--- config.mk ---
export PLATFORM = sky130hd
export DESIGN_NAME = vga_frame_switch
export DESIGN_NICKNAME = d
export VERILOG_FILES = /design/src/rtl/vga_frame_switch.sv
export SDC_FILE = /design/constraint.sdc
export NUM_CORES = 1
export LEC_CHECK = 0
export ABC_AREA = 1
export ABC_CLOCK_PERIOD_IN_PS = 1700
export CORE_MARGIN = 2
export CORE_UTILIZATION = 48
export CTS_CLUSTER_DIAMETER = 120
export DETAILED_ROUTE_END_ITERATION = 16
export PLACE_DENSITY = 0.89
export SETUP_SLACK_MARGIN = 0.4
export SYNTH_ARGS = -nofsm -noshare
export SYNTH_HDL_FRONTEND = slang
export SYNTH_SLANG_ARGS = --single-unit
export TNS_END_PERCENT = 1
--- constraint.sdc ---
create_clock -name CLK_40M -period 1.7 [get_ports CLK_40M]
set_clock_uncertainty 0.05 [all_clocks]
set_input_delay 0.34 -clock CLK_40M [delete_from_list [all_inputs] [get_ports CLK_40M]]
set_output_delay 0.34 -clock CLK_40M [all_outputs]
set_load 0.02 [all_outputs]
--- src/rtl/vga_frame_switch.sv ---
// Frame-synchronous VGA source selector: changes the selected source only on a VSYNC
// assertion of the current source, and can optionally hold RGB black for a few frames afterwards.
module vga_frame_switch #(
    parameter int                 NUM_SRC      = 3,
    parameter int                 COLOR_W      = 1,
    parameter logic               SYNC_ACTIVE  = 1'b0,
    parameter int                 BLANK_FRAMES = 0,
    parameter logic [NUM_SRC-1:0] DEFAULT_SEL  = NUM_SRC'(1)
) (
    input  logic                         CLK_40M,
    input  logic                         RSTn,
    input  logic [NUM_SRC-1:0]           src_vsync,
    input  logic [NUM_SRC-1:0]           src_hsync,
    input  logic [NUM_SRC*3*COLOR_W-1:0] src_rgb,
    input  logic [NUM_SRC-1:0]           sel_onehot,
    output logic                         VSYNC_Sig_out,
    output logic                         HSYNC_Sig_out,
    output logic [COLOR_W-1:0]           VGA_red_out,
    output logic [COLOR_W-1:0]           VGA_green_out,
    output logic [COLOR_W-1:0]           VGA_blue_out,
    output logic [NUM_SRC-1:0]           active_sel,
    output logic                         switch_busy,
    output logic                         switch_done
);

    localparam int PIX_W = 3 * COLOR_W;
    localparam int CNT_W = 4;

    typedef enum logic [1:0] {
        IDLE    = 2'd0,
        WAIT_VS = 2'd1,
        BLANK   = 2'd2
    } state_t;

    state_t             state_reg, state_next;
    logic [NUM_SRC-1:0] active_sel_reg, active_sel_next;
    logic [NUM_SRC-1:0] pending_reg, pending_next;
    logic [CNT_W-1:0]   cnt_reg, cnt_next;
    logic               vs_prev_reg, vs_prev_next;
    logic               done_reg, done_next;
    logic               busy_reg;
    logic               vsync_reg, hsync_reg;
    logic [PIX_W-1:0]   rgb_reg;

    logic [NUM_SRC-1:0] vs_terms, hs_terms;
    logic [PIX_W-1:0]   rgb_terms [NUM_SRC];
    logic               mux_vs, mux_hs;
    logic [PIX_W-1:0]   mux_rgb;
    logic               new_vs;
    logic               frame_edge;
    logic               sel_valid;

    // AND-OR mux: each source is gated by its select bit, then everything is OR-reduced.
    generate
        for (genvar gi = 0; gi < NUM_SRC; gi++) begin : g_mux
            assign vs_terms[gi]  = src_vsync[gi] & active_sel_reg[gi];
            assign hs_terms[gi]  = src_hsync[gi] & active_sel_reg[gi];
            assign rgb_terms[gi] = src_rgb[gi*PIX_W +: PIX_W] & {PIX_W{active_sel_reg[gi]}};
        end
    endgenerate

    assign mux_vs = |vs_terms;
    assign mux_hs = |hs_terms;

    always_comb begin
        mux_rgb = '0;
        for (int i = 0; i < NUM_SRC; i++) begin
            mux_rgb = mux_rgb | rgb_terms[i];
        end
    end

    assign new_vs     = |(src_vsync & pending_reg);
    assign frame_edge = (mux_vs == SYNC_ACTIVE) && (vs_prev_reg != SYNC_ACTIVE);
    assign sel_valid  = (sel_onehot != '0) &&
                        ((sel_onehot & (sel_onehot - NUM_SRC'(1))) == '0);

    always_comb begin
        state_next      = state_reg;
        active_sel_next = active_sel_reg;
        pending_next    = pending_reg;
        cnt_next        = cnt_reg;
        vs_prev_next    = mux_vs;
        done_next       = 1'b0;

        case (state_reg)
            IDLE: begin
                if (sel_valid && (sel_onehot != active_sel_reg)) begin
                    pending_next = sel_onehot;
                    state_next   = WAIT_VS;
                end
            end

            WAIT_VS: begin
                if (sel_onehot == active_sel_reg) begin
                    state_next = IDLE;
                end else if (frame_edge) begin
                    active_sel_next = pending_reg;
                    // Seed edge history from the incoming source so its level cannot fake an edge.
                    vs_prev_next    = new_vs;
                    if (BLANK_FRAMES == 0) begin
                        state_next = IDLE;
                        done_next  = 1'b1;
                    end else begin
                        cnt_next   = CNT_W'(BLANK_FRAMES);
                        state_next = BLANK;
                    end
                end else if (sel_valid && (sel_onehot != pending_reg)) begin
                    pending_next = sel_onehot;
                end
            end

            BLANK: begin
                if (frame_edge) begin
                    if (cnt_reg <= CNT_W'(1)) begin
                        cnt_next   = '0;
                        state_next = IDLE;
                        done_next  = 1'b1;
                    end else begin
                        cnt_next = cnt_reg - CNT_W'(1);
                    end
                end
            end

            default: begin
                state_next = IDLE;
            end
        endcase
    end

    always_ff @(posedge CLK_40M) begin
        if (!RSTn) begin
            state_reg      <= IDLE;
            active_sel_reg <= DEFAULT_SEL;
            pending_reg    <= '0;
            cnt_reg        <= '0;
            vs_prev_reg    <= ~SYNC_ACTIVE;
            done_reg       <= 1'b0;
            busy_reg       <= 1'b0;
            vsync_reg      <= ~SYNC_ACTIVE;
            hsync_reg      <= ~SYNC_ACTIVE;
            rgb_reg        <= '0;
        end else begin
            state_reg      <= state_next;
            active_sel_reg <= active_sel_next;
            pending_reg    <= pending_next;
            cnt_reg        <= cnt_next;
            vs_prev_reg    <= vs_prev_next;
            done_reg       <= done_next;
            busy_reg       <= (state_next != IDLE);
            vsync_reg      <= mux_vs;
            hsync_reg      <= mux_hs;
            // Syncs keep flowing during blanking so the monitor stays locked.
            rgb_reg        <= (state_reg == BLANK) ? '0 : mux_rgb;
        end
    end

    assign VSYNC_Sig_out = vsync_reg;
    assign HSYNC_Sig_out = hsync_reg;
    assign VGA_red_out   = rgb_reg[2*COLOR_W +: COLOR_W];
    assign VGA_green_out = rgb_reg[COLOR_W +: COLOR_W];
    assign VGA_blue_out  = rgb_reg[0 +: COLOR_W];
    assign active_sel    = active_sel_reg;
    assign switch_busy   = busy_reg;
    assign switch_done   = done_reg;

endmodule

==> qor.tcl <==
set qor(arrival_ns) 1.65
set qor(grt_pass1_vias) 1273
set qor(drt_pass1_iterations) 4
set qor(register_area_sq_um) 419
set qor(min-delay-path-class) {reg -> reg}
set qor(finalSetupViolations) 0
set qor(finalNetCount) 234
set qor(worst_r2r_startpoint) {active_sel[2]}
set qor(insertedDiodeCount) 0
set qor(number_of_warnings_printed_during_yosys_synthesis) 0
set qor(final_hold_viol_count) 0
set qor(worstSetupPathType) {reg -> reg}
set qor(largest_register_ff_count) 4
set qor(synth.cell_area_sq_um) 1160
set qor(power_mw) 1.32
set qor(worstHoldStart) {cnt_reg[0]}
set qor(antenna_violating_nets_post_route) 0
set qor(port_buf_inserts) 29
set qor(finalWeightedCongestion) 0.873
set qor(synth-seq-area-share) 0.345
set qor(endpoint_kind) {register}
set qor(cts_htree_levels) 1
set qor(drt_drc_violations_left) 0
set qor(post_synth_inst_count) 162
set qor(postLayoutCellArea_sq_um) 1740
set qor(setup-tns-final_ns) 0
set qor(most_frequent_cells_in_the_layout) {41 x sky130_fd_sc_hd__nand2_1, 15 x sky130_fd_sc_hd__dfxtp_1, 15 x sky130_fd_sc_hd__buf_4}
set qor(synth_fp_nets) 188
set qor(yosys_register_bits) 20
set qor(relSlewSlack) 0.741
set qor(ctsLongestPathBuffers) 2
set qor(leading_cell_type_in_the_layout_fill_and_taps_excluded) {sky130_fd_sc_hd__nand2_1}
set qor(number_of_maximum_capacitance_violations) 0
set qor(dr_total_vias) 1253
set qor(final.min_clock_period_ns) 1.49
set qor(die_height_um) 53.2
set qor(antenna_found_initial) 0
set qor(placeableCoreArea_sq_um) 2250
set qor(global_route.overflow_total) 0
set qor(r2r_end) {switch_busy}
set qor(syn2layout_area_growth_pct) 49.8
set qor(cts_hold_repair.buffers) 0
set qor(syn_area_per_cell_sq_um) 7.17
set qor(die_area_sq_um) 2830
set qor(power_density_nw_per_um2) 760
set qor(drt_wl_total_um) 3510
set qor(avgViaCountPerCell) 5.33
set qor(grt_pass1_wl_um) 5490
set qor(vdd.ir_drop.worst_mv) 0.647
set qor(drtIter0Drc) 41
set qor(post-route-period-util) 0.877
set qor(grt_start_max_net_pins) 13
set qor(worst_setup_path_startpoint) {active_sel[2]}
set qor(grt_setup_unrepaired) {true}
set qor(ios) 30
set qor(dieWidth_um) 53.2
set qor(effective_utilization_at_floorplan) 0.515
set qor(timing.reg2reg.worst_path_depth) 10
set qor(placement.cell_area_sq_um) 1510
set qor(outcome) {finished, final reports clean}
set qor(final_design_utilization) 0.771
set qor(track_usage) 0.269
set qor(wl_per_cell_um) 14.9
set qor(timing.final.max_slew_violations) 0
set qor(cp_data_required_time_ns) 1.86
set qor(endpoint) {switch_busy}
set qor(clk-insertion-delay-late_ns) 0.31
set qor(static-leakage-power_nw) 0.814
set qor(num_rows) 17
set qor(worstMarginPinSlew_ns) 0.385
set qor(synthDistinctLibCells) 25
set qor(cts-buffers-inserted) 3
set qor(cts-root-buf) {sky130_fd_sc_hd__clkbuf_4}
set qor(multi_input_comb_area_sq_um) 759
set qor(achievable-frequency_mhz) 671
set qor(n_fill_cell) 172
set qor(clkSinkCount) 20
set qor(worstSetupStartpointType) {register}
set qor(clk_pin_slew_worst_paths_ns) 0.12
set qor(dp_hpwl_um) 2100
set qor(tritoncts) {done}
set qor(drive_above_1_share) 0.333
set qor(rrSetupSlack_ns) 0.21
set qor(path_max_fanout) 4
## how the worst min path moves through the flow
stage,endpoint,cells after the start
after floorplan,cnt_reg[0],2
after global routing,active_sel[2],2
after detailed placement,cnt_reg[0],2
final,cnt_reg[0],2
after global placement,cnt_reg[0],2
after CTS,cnt_reg[0],2
## cells by family (layout without fill, tap and decap cells)
group / count (synthesis) / in the layout / synth area share
buffers and inverters: 26 / 71 / 0.0970
xor gates and xnor gates: 4 / 4 / 0.0302
DFF: 20 / 20 / 0.345
AOI/OAI and AO/OA: 21 / 21 / 0.121
adders and majority gates: 6 / 6 / 0.0647
and+or+nand+nor: 85 / 85 / 0.343
## repair_timing
item                       4_1_cts  5_1_grt
pin swaps                       11        5
gates resized for setup         43        9
setup endpoints to repair       25       25
buffers inserted                 9        1
## power breakdown
part           switching (mW)  internal (mW)
combinational           0.215          0.169
clock                   0.151          0.238
sequential             0.0430          0.505
total                   0.409          0.913
## worst max-delay path, stage by stage (launching register included)
cell,delay (ns)
sky130_fd_sc_hd__dfxtp_4,0.39
sky130_fd_sc_hd__nand2_2,0.07
sky130_fd_sc_hd__inv_2,0.04
sky130_fd_sc_hd__nor2_4,0.16
sky130_fd_sc_hd__nand2_4,0.10
sky130_fd_sc_hd__o21ai_2,0.17
sky130_fd_sc_hd__nand2_1,0.10
sky130_fd_sc_hd__inv_2,0.09
sky130_fd_sc_hd__nand2_2,0.07
sky130_fd_sc_hd__nand3_2,0.09
sky130_fd_sc_hd__nand2_1,0.05
## layer usage
metal | vias to the layer above | GRT usage | wire length [um]
li1 | 601 | - | -
met1 | 577 | 0.298 | 1370
met2 | 62 | 0.485 | 1800
met3 | 13 | 0.0424 | 239
met4 | 0 | 0.150 | 95
met5 | - | 0 | 0
## final cells by class
class,count,area share
clock buffer,3,0.0129
clock inverter,1,0.0173
inverter,23,0.0511
multi-input combinational,116,0.437
sequential,20,0.241
tap,28,0.0201
timing repair buffer,44,0.221
## through the flow
stage / setup WS (ns) / hold WS, ns / instances
finish: 0.210 / 0.456 / 235
global route: 0.170 / 0.485 / 235
CTS: 0.333 / 0.445 / 234
detailed placement: -0.176 / 0.428 / 221
global placement: -0.126 / 0.423 / 221
floorplan: 0.333 / 0.407 / 162
## synthesized netlist by cell type
master,n,area (sq um)
sky130_fd_sc_hd__xnor2_1,2,17.5
sky130_fd_sc_hd__a211oi_2,1,12.5
sky130_fd_sc_hd__inv_2,6,22.5
sky130_fd_sc_hd__or2_2,1,6.26
sky130_fd_sc_hd__o211ai_1,1,7.51
sky130_fd_sc_hd__xor2_1,2,17.5
sky130_fd_sc_hd__clkbuf_1,1,3.75
sky130_fd_sc_hd__a21oi_4,1,16.3
sky130_fd_sc_hd__o21ai_1,4,20.0
sky130_fd_sc_hd__nor2_1,11,41.3
sky130_fd_sc_hd__nor2_2,1,6.26
sky130_fd_sc_hd__nor2_4,3,33.8
sky130_fd_sc_hd__o21ai_0,1,5.00
sky130_fd_sc_hd__ha_1,6,75.1
sky130_fd_sc_hd__o21bai_1,1,7.51
sky130_fd_sc_hd__inv_1,17,63.8
sky130_fd_sc_hd__nand3_2,3,30.0
sky130_fd_sc_hd__nand2_2,6,37.5
sky130_fd_sc_hd__buf_6,2,22.5
sky130_fd_sc_hd__dfxtp_1,20,400
sky130_fd_sc_hd__o21ai_2,2,17.5
sky130_fd_sc_hd__nand2_1,46,173
sky130_fd_sc_hd__a21oi_1,9,45.0
sky130_fd_sc_hd__nand3_1,14,70.1
sky130_fd_sc_hd__a22o_1,1,8.76
Power figures use the tool's default switching activity.
